===== config.mk =====
export PLATFORM = sky130hd
export DESIGN_NAME = instr_decode_queue
export DESIGN_NICKNAME = d
export VERILOG_FILES = /design/src/rtl/instr_decode_queue_pkg.sv /design/src/rtl/instr_decode_queue_fifo.sv /design/src/rtl/instr_decode_queue.sv
export SDC_FILE = /design/constraint.sdc
export NUM_CORES = 1
export LEC_CHECK = 0
export ABC_AREA = 1
export BUFFER_PORTS_ARGS = -buffer_cell sky130_fd_sc_hd__buf_2
export CAP_MARGIN = 20
export CORE_MARGIN = 3
export CORE_UTILIZATION = 45
export CTS_BUF_LIST = sky130_fd_sc_hd__clkbuf_8 sky130_fd_sc_hd__clkbuf_16
export DETAILED_ROUTE_END_ITERATION = 10
export GPL_TIMING_DRIVEN = 0
export HOLD_SLACK_MARGIN = 0.08
export SYNTH_ARGS = -nofsm -noshare
export SYNTH_HDL_FRONTEND = slang
export SYNTH_SLANG_ARGS = --single-unit

===== constraint.sdc =====
create_clock -name clk -period 2.1 [get_ports clk]
set_clock_uncertainty 0.1 [all_clocks]
set_input_delay 0.42 -clock clk [delete_from_list [all_inputs] [get_ports clk]]
set_output_delay 0.42 -clock clk [all_outputs]
set_load 0.1 [all_outputs]

===== src/rtl/instr_decode_queue_pkg.sv =====
// Shared instruction record types and head-word field map for decode and issue.
// The optional same-cycle bypass is built only when INSTR_DECODE_QUEUE_BYPASS_EN is defined.
package instr_decode_queue_pkg;
  localparam int INSTR_W   = 32;
  localparam int IMM_W     = 16;
  localparam int OPC_MSB   = 15;
  localparam int OPC_LSB   = 12;
  localparam int IMMV_BIT  = 11;
  localparam int FUNCT_MSB = 10;
  localparam int FUNCT_LSB = 8;
  localparam int DEST_MSB  = 7;
  localparam int DEST_LSB  = 4;
  localparam int SRC_MSB   = 3;
  localparam int SRC_LSB   = 0;

  typedef struct packed {
    logic [3:0]       opcode;
    logic             imm_valid;
    logic [2:0]       funct;
    logic [3:0]       dest_reg;
    logic [3:0]       src_reg;
    logic [IMM_W-1:0] imm;
  } instr_t;

  typedef enum logic {IDLE = 1'b0, WAIT_IMM = 1'b1} dq_state_e;

  function automatic instr_t decode_head(input logic [IMM_W-1:0] word,
                                         input logic [IMM_W-1:0] imm);
    instr_t r;
    r.opcode    = word[OPC_MSB:OPC_LSB];
    r.imm_valid = word[IMMV_BIT];
    r.funct     = word[FUNCT_MSB:FUNCT_LSB];
    r.dest_reg  = word[DEST_MSB:DEST_LSB];
    r.src_reg   = word[SRC_MSB:SRC_LSB];
    r.imm       = imm;
    return r;
  endfunction
endpackage


===== src/rtl/instr_decode_queue_fifo.sv =====
// Generic synchronous FIFO with clear; dout holds the last popped entry while empty.
module instr_decode_queue_fifo
  import instr_decode_queue_pkg::*;
#(
  parameter int DEPTH = 4,
  parameter int WIDTH = INSTR_W
) (
  input  logic                       clk,
  input  logic                       rst_n,
  input  logic                       clear,
  input  logic                       push,
  input  logic [WIDTH-1:0]           din,
  input  logic                       pop,
  output logic [WIDTH-1:0]           dout,
  output logic [$clog2(DEPTH+1)-1:0] count,
  output logic                       full,
  output logic                       empty
);
  localparam int PTR_W = $clog2(DEPTH);
  localparam int CNT_W = $clog2(DEPTH+1);

  logic [DEPTH-1:0][WIDTH-1:0] mem;
  logic [PTR_W-1:0]            wr_ptr, rd_ptr;
  logic [CNT_W-1:0]            cnt;
  logic [WIDTH-1:0]            last_q;
  logic                        push_ok, pop_ok;

  // Explicit wrap so non-power-of-two depths work.
  function automatic logic [PTR_W-1:0] ptr_inc(input logic [PTR_W-1:0] p);
    return (p == PTR_W'(DEPTH-1)) ? '0 : p + PTR_W'(1);
  endfunction

  assign full    = (cnt == CNT_W'(DEPTH));
  assign empty   = (cnt == '0);
  assign push_ok = push & ~full;
  assign pop_ok  = pop & ~empty;
  assign count   = cnt;
  assign dout    = empty ? last_q : mem[rd_ptr];

  always_ff @(posedge clk or negedge rst_n) begin
    if (!rst_n) begin
      mem    <= '0;
      wr_ptr <= '0;
      rd_ptr <= '0;
      cnt    <= '0;
      last_q <= '0;
    end else if (clear) begin
      wr_ptr <= '0;
      rd_ptr <= '0;
      cnt    <= '0;
    end else begin
      if (push_ok) begin
        mem[wr_ptr] <= din;
        wr_ptr      <= ptr_inc(wr_ptr);
      end
      if (pop_ok) begin
        last_q <= mem[rd_ptr];
        rd_ptr <= ptr_inc(rd_ptr);
      end
      case ({push_ok, pop_ok})
        2'b10:   cnt <= cnt + CNT_W'(1);
        2'b01:   cnt <= cnt - CNT_W'(1);
        default: cnt <= cnt;
      endcase
    end
  end
endmodule


===== src/rtl/instr_decode_queue.sv =====
// Assembles 1/2-word fetch instructions into instr_t records and queues them for issue.
// Optional same-cycle bypass when the queue is empty: INSTR_DECODE_QUEUE_BYPASS_EN.
module instr_decode_queue
  import instr_decode_queue_pkg::*;
#(
  parameter int DEPTH  = 4,
  parameter int WORD_W = 16
) (
  input  logic                       clk,
  input  logic                       rst_n,
  input  logic                       flush,
  input  logic                       in_valid,
  output logic                       in_ready,
  input  logic [WORD_W-1:0]          in_word,
  output logic                       out_valid,
  input  logic                       out_ready,
  output logic [INSTR_W-1:0]         out_instr,
  output logic                       busy,
  output logic [$clog2(DEPTH+1)-1:0] count
);
  dq_state_e          state_q, state_d;
  logic [WORD_W-1:0]  head_q;
  logic               in_fire, head_load, complete, push, pop;
  logic               fifo_full, fifo_empty;
  logic [INSTR_W-1:0] fifo_dout;
  instr_t             rec;

  assign in_ready = ~fifo_full;
  assign in_fire  = in_valid & in_ready & ~flush;

  always_ff @(posedge clk or negedge rst_n) begin
    if (!rst_n)     state_q <= IDLE;
    else if (flush) state_q <= IDLE;
    else            state_q <= state_d;
  end

  always_comb begin
    state_d = state_q;
    if (in_fire) begin
      case (state_q)
        IDLE:     if (in_word[IMMV_BIT]) state_d = WAIT_IMM;
        WAIT_IMM: state_d = IDLE;
        default:  state_d = IDLE;
      endcase
    end
  end

  always_comb begin
    head_load = 1'b0;
    complete  = 1'b0;
    rec       = decode_head(in_word, '0);
    case (state_q)
      IDLE: begin
        head_load = in_fire & in_word[IMMV_BIT];
        complete  = in_fire & ~in_word[IMMV_BIT];
      end
      WAIT_IMM: begin
        complete = in_fire;
        rec      = decode_head(head_q, in_word);
      end
      default: ;
    endcase
  end

  always_ff @(posedge clk or negedge rst_n) begin
    if (!rst_n)         head_q <= '0;
    else if (flush)     head_q <= '0;
    else if (head_load) head_q <= in_word;
  end

  assign pop = ~fifo_empty & out_ready & ~flush;

`ifdef INSTR_DECODE_QUEUE_BYPASS_EN
  logic byp;
  // complete already excludes flush, so bypass never fires in a flush cycle.
  assign byp       = fifo_empty & complete;
  assign push      = complete & ~(byp & out_ready);
  assign out_valid = ~fifo_empty | byp;
  assign out_instr = byp ? rec : fifo_dout;
`else
  assign push      = complete;
  assign out_valid = ~fifo_empty;
  assign out_instr = fifo_dout;
`endif

  assign busy = (state_q == WAIT_IMM) | (count != '0);

  instr_decode_queue_fifo #(.DEPTH(DEPTH), .WIDTH(INSTR_W)) u_fifo (
    .clk   (clk),
    .rst_n (rst_n),
    .clear (flush),
    .push  (push),
    .din   (rec),
    .pop   (pop),
    .dout  (fifo_dout),
    .count (count),
    .full  (fifo_full),
    .empty (fifo_empty)
  );
endmodule

==> flow_summary_export.csv, run 1 <==
group,metric,value,unit
clock_tree,cts_buffers,17,
run_status,violations,"setup timing",
sta,finalSetupViolations,34,
finish,fin_util,0.658,
global_routing,grt_remaining_overflow,0,
routing,wire_per_inst,19.3,um
logic_synthesis,syn_avg_cell_area,8.10,um^2
logic_synthesis,yosysSeqAreaShare,0.541,
place,place.gp.congestion,0.837,
floorplanning,die_w,144,um
logic_synthesis,synthCells,1052,
sta,drv_slew,0,
global_routing,grt.total_usage,0.270,
global_routing,grt_max_degree,115,
sta,max_freq,391,MHz
clock_tree,worstSkewPairLatency,0.44,ns
finish,nNetsFinal,1190,
logic_synthesis,ys_ff_latch,184,
floorplanning,start_util,0.466,
clock_tree,ctsHtreeMaxLevel,4,
sta,tightest_slew,0.975,ns
flow_run,maxCapViolCount,0,
sta,finalCritPeriodShare,1.22,
clock_tree,path_clk_slew,0.07,ns
setup_path,critPathLaunchType,"register",
clock_tree,cts_tree,"built",
floorplanning,die-area,20600,um^2
setup_path,crit_required,1.58,ns
floorplanning,num_io_pins,59,
routing,vias_per_cell,5.44,
clock_tree,cts.sinks,184,
min_path,hp-class,"input pin to register",
logic_synthesis,syn-num-nets,1078,
sta,hold_viol_final,0,
sta,rsz0062_at_grt,"yes",
run_status,outcome,"finished with violations",
sta,setup_slack,-0.458,ns
routing,vias,7654,
place,portBuffers,58,
floorplanning,core_area,18300,um^2
routing,route.antenna.remaining_nets,0,
logic_synthesis,syn-cell-area,8520,um^2
setup_path,path_max_fanout,10,
logic_synthesis,synth.distinct_cells,24,
routing,route.detailed.drc,0,
sta,period_minus_slack,2.56,ns
global_routing,antenna_found_initial,0,
finish,antenna_cells,0,
floorplanning,rows,49,
place,hpwl,17.1,mm
clock_tree,clockBufferDepth,2,
routing,first_pass_iters,6,
routing,detail_route.iter0.violations,709,
floorplanning,die_h,144,um
setup_path,end_kind,"primary output",
sta,timing.slew.headroom,0.343,
setup_path,crit_type,"register to primary output",
finish,syn2layout_area_growth,41.1,%
clock_tree,clock-root-buffer,"clkbuf_16",
global_routing,grt_pass1_vias,7557,
finish,drive_gt1_frac,0.308,
setup_path,arrival,2.04,ns
routing,wl,27.1,mm
logic_synthesis,synth_warnings,0,
global_routing,grt_pass1_wl,42.6,mm
==> registers in the layout, summed over array words and instances, names as in the netlist <==
register and count:
head_q 16, u_fifo.mem 128, u_fifo.wr_ptr 2, state_q 1, u_fifo.last_q 32, u_fifo.count 3, u_fifo.rd_ptr 2
==> worst max-delay path, cell delays in order, from the launching register on <==
cell     delay [ns]
dfrtp_2        0.47
inv_2          0.17
buf_4          0.23
o21ai_1        0.15
o22ai_4        0.21
nand2_2        0.10
o21ai_4        0.08
buf_12         0.19
==> timing repair <==
action,4_1_cts,5_1_grt
endpoints found under the hold margin,113,0
gates resized for setup,308,121
pin swaps,51,53
setup buffers,19,7
hold buffers,1,0
endpoints found under the setup margin,38,88
gates cloned,5,4
==> synth_stat cells <==
master    count  area, um^2
o22ai_1      32         200
inv_1        60         225
buf_4         9        67.6
dfrtp_1     184        4600
ha_1          4        50.1
nand3_1      21         105
o21ai_2       8        70.1
nor2_1       65         244
nand4_4       1        21.3
buf_6         9         101
buf_1         4        15.0
nand2_1     370        1390
fa_1          1        20.0
inv_2         6        22.5
nor2_4        1        11.3
clkbuf_1     23        86.3
o21ai_1      25         125
xnor2_1       1        8.76
a21oi_1       4        20.0
nor2_2        2        12.5
buf_2        23         115
o21bai_1      1        7.51
nand2_2       4        25.0
o21ai_0     194         971
==> cell type report <==
class | count | area [um^2]
fillers | 1521 | 6250
flip-flops and latches | 184 | 4620
multi-input cells | 734 | 4330
repair buffers | 93 | 1270
plain buffers | 68 | 611
clock buffers | 19 | 453
well taps | 229 | 287
inverters | 66 | 255
clock inverters | 13 | 201
==> metal layers <==
layer	global-route usage	up-vias	wire length, um
met2	0.419	220	12900
met3	0.0586	25	1620
met1	0.390	3799	12100
met4	0.0644	0	444
met5	0	-	0
li1	-	3610	-
==> per-stage QoR <==
stage               area (um^2)  hold slack (ns)  instances  setup WS, ns  TNS, ns
CTS                       11500            0.174       1397        -0.404   -11.75
detailed placement         9550            0.359       1340        -0.674   -18.17
global placement           9520            0.356       1339         -3.31  -507.64
global route              12000            0.186       1406        -0.506   -14.35
floorplan                  8940           0.0244       1052        -0.281    -6.80
finish                    12000            0.179       1406        -0.458   -11.96
==> cells in the final DEF, fill, tap and decap left out, types with 22 or more instances in the layout <==
cell type    n
o21ai_1     53
o21ai_0    119
nand2_2     32
buf_4       35
dfrtp_1    180
buf_2       37
clkbuf_16   24
o21ai_4     33
nor2_1      30
nor2_4      26
inv_1       58
buf_12      40
o21ai_2     22
nand2_1    339
==> worst paths after layout <==
kind	to	depth (start not counted)	startpoint	slack, ns
setup / recovery	out_instr[4]	7	u_fifo.rd_ptr[1]$_DFFE_PN0P_	-0.46
hold / removal	head_q[11]$_DFFE_PN0P_	2	flush	0.18
setup reg to reg	u_fifo.count[2]$_DFFE_PN0P_	14	u_fifo.count[2]$_DFFE_PN0P_	-0.02
hold reg to reg	u_fifo.mem[86]$_DFFE_PN0P_	2	u_fifo.mem[86]$_DFFE_PN0P_	0.37
max in group asynchronous	u_fifo.mem[63]$_DFFE_PN0P_	3	rst_n	0.50
min in group asynchronous	u_fifo.last_q[5]$_DFFE_PN0P_	2	rst_n	0.54
==> logic make-up after synthesis <==
logic type,synth area share
AO/OA/AOI/OAI,0.164
buffers and inverters,0.0743
flip-flops,0.541
AND/OR/NAND/NOR,0.212
XOR/XNOR,0.00103
adder cells (fa/ha/maj),0.00823
Power of run 1 is not shown: default switching activity piles up to over one toggle a cycle in this logic, so the estimate is an artifact.
==> run 2: changes to the inputs <==
REMOVE_ABC_BUFFERS = 1   (was unset)
clock period = 2.5 ns   (was 2.1 ns; I/O delays follow)
==> flow_summary_export.csv, run 2 (synthesized netlist as in run 1, its figures left out) <==
group,metric,value,unit
clock_tree,clock-root-buffer,"clkbuf_16",
pwr,p_seq_frac,0.254,
min_path,min_path_cells,3,
finish,syn2layout_area_growth,31.9,%
global_routing,grt.total_usage,0.246,
routing,vias,7446,
flow_run,maxCapViolCount,0,
global_routing,grt_max_degree,119,
finish,layout_common_cells,"nand2_1, dfrtp_1, o21ai_0, inv_1, o21ai_1",
setup_path,crit_buf_inv,5,
place,pre_cts_ws,-0.861,ns
clock_tree,cts_tree,"built",
min_path,hp-class,"input pin to register",
place,place.gp.congestion,0.753,
global_routing,grt_pass1_vias,7139,
finish,fillers,1601,
pwr,leakage,5.30,nW
pwr,swShare,0.486,
routing,wire_per_inst,18.8,um
sta,period_minus_slack,2.62,ns
place,hpwl,12.2,mm
sta,hold_viol_final,0,
floorplanning,core_area,18300,um^2
clock_tree,cts_buffers,17,
sta,max_freq,382,MHz
finish,largest_reg_flops,128,
setup_path,r2r_slack,0,ns
sta,timing.slew.headroom,0.376,
finish,drive_gt1_frac,0.242,
routing,route.antenna.remaining_nets,0,
sta,drv_slew,0,
setup_path,max_stage_delay,0.51,ns
setup_path,r2r_cells,15,
finish,layout_commonest_cell,"nand2_1",
clock_tree,ctsHtreeMaxLevel,4,
floorplanning,num_io_pins,59,
floorplanning,rows,49,
routing,route.detailed.drc,1,
clock_tree,path_clk_slew,0.06,ns
floorplanning,die-area,20600,um^2
clock_tree,cts.sinks,184,
setup_path,cpMostUsedCell,"buf_12",
finish,antenna_cells,0,
sta,setup_slack,-0.117,ns
global_routing,antenna_found_initial,0,
pwr,pwr-share-comb,0.585,
pwr,net-switching-power,8.47,mW
clock_tree,worstSkewPairLatency,0.43,ns
sta,rsz0062_at_grt,"yes",
sta,final.hold.worst_slack,0.271,ns
routing,first_pass_iters,8,
run_status,outcome,"finished with violations",
setup_path,arrival,2.02,ns
routing,wl,25.5,mm
place,portBuffers,58,
setup_path,end_kind,"primary output",
routing,vias_per_cell,5.48,
setup_path,slowest_stage,"dfrtp_4",
setup_path,critPathLaunchType,"register",
global_routing,grt_pass1_wl,38.8,mm
setup_path,r2r-end,"u_fifo.count[2]$_DFFE_PN0P_",
pwr,p_int,8.96,mW
floorplanning,start_util,0.466,
floorplanning,die_h,144,um
pwr,power.share.clock,0.161,
setup_path,crit_required,1.90,ns
finish,top_register,"u_fifo.mem",
setup_path,path_max_fanout,7,
finish,layoutNonFillerInstCount,1359,
finish,nNetsFinal,1143,
setup_path,crit_family,"buffers and inverters",
floorplanning,die_w,144,um
min_path,min-delay-start,"in_word[1]",
setup_path,worst_r2r_startpoint,"u_fifo.count[0]$_DFFE_PN0P_",
pwr,ir_worst_vdd,0.00176,V
finish,design_area,11200,um^2
finish,top_regs,"u_fifo.mem x128, u_fifo.last_q x32, head_q x16",
setup_path,crit_path_cell_trace,"buf_12 -> clkinv_16 -> buf_8 -> buf_12 -> nor2_4 -> o22ai_4 -> nand2_1 -> o21ai_2 -> buf_12",
routing,detail_route.iter0.violations,600,
pwr,power.density,1550,nW/um^2
sta,finalCritPeriodShare,1.05,
min_path,min_to,"head_q[1]$_DFFE_PN0P_",
sta,tightest_slew,0.935,ns
place,placed_area,8890,um^2
clock_tree,clockBufferDepth,2,
place,placed_cells,1278,
sta,finalSetupViolations,33,
global_routing,grt_remaining_overflow,0,
setup_path,crit_type,"register to primary output",
run_status,violations,"DRC, setup timing",
## run 2: repair_timing
item / in CTS / in global routing
buffers inserted: 27 / 8
gates cloned: 10 / 6
gates resized for setup: 182 / 180
pin swaps: 22 / 39
hold buffers: 1 / 0
setup endpoints to repair: 207 / 91
endpoints found under the hold margin: 66 / 0
## run 2: power groups by stage
stage	clock network, mW	registers (mW)	logic [mW]
5_1_grt	2.98	4.51	10.8
6_report	2.81	4.42	10.2
2_1_floorplan	0	4.45	5.11
3_5_place_dp	0	4.43	6.94
4_1_cts	2.84	4.34	8.95
3_3_place_gp	0	4.52	6.58
## run 2: worst register-to-register path, stage by stage (launching register included)
cell and delay (ns):
dfrtp_2 0.46, nor2_4 0.19, nand2_8 0.09, buf_16 0.18
nand2_4 0.12, nor2_4 0.06, buf_12 0.16, nand2_1 0.12
inv_1 0.06, fa_1 0.41, xnor2_2 0.17, inv_1 0.05
nand2_1 0.06, nand2_1 0.04, nand3_1 0.06, nand2_1 0.06
## run 2: cell type report
cell class,instances,area [um^2],share of cell area
repair inverters,2,32.5,0.00290
repair buffers,110,1550,0.138
clock inverters,13,155,0.0138
inverters,66,295,0.0263
clock buffers,19,453,0.0403
multi-input cells,736,3840,0.342
flip-flops and latches,184,4620,0.411
well taps,229,287,0.0255
## run 2: metrics by stage
stage | power (mW) | utilization | TNS [ns]
after floorplan | 9.56 | - | -221.45
after global placement | 11.1 | 0.477 | -753.30
after detailed placement | 11.4 | 0.487 | -113.48
after CTS | 16.1 | 0.575 | -5.15
after global routing | 18.3 | 0.615 | -4.48
final | 17.4 | 0.615 | -2.03
## run 2: metal layers
metal | up-vias | wire (um) | track usage
met5 | - | 0 | 0
met3 | 34 | 1550 | 0.0549
li1 | 3530 | - | -
met2 | 233 | 11800 | 0.383
met4 | 0 | 469 | 0.0704
met1 | 3649 | 11700 | 0.348
## run 2: how the worst max path moves through the flow
stage	start	to	depth (start not counted)	slack, ns
after floorplan	u_fifo.count[0]$_DFFE_PN0P_	out_instr[0]	3	-3.13
after global placement	u_fifo.count[0]$_DFFE_PN0P_	u_fifo.count[2]$_DFFE_PN0P_	12	-3.23
after detailed placement	u_fifo.count[0]$_DFFE_PN0P_	u_fifo.count[2]$_DFFE_PN0P_	15	-0.86
after CTS	u_fifo.rd_ptr[0]$_DFFE_PN0P_	out_instr[18]	9	-0.20
after global routing	u_fifo.rd_ptr[1]$_DFFE_PN0P_	out_instr[9]	8	-0.20
final	u_fifo.rd_ptr[0]$_DFFE_PN0P_	out_instr[16]	9	-0.12
No activity file was read; power rests on OpenSTA's default activity.
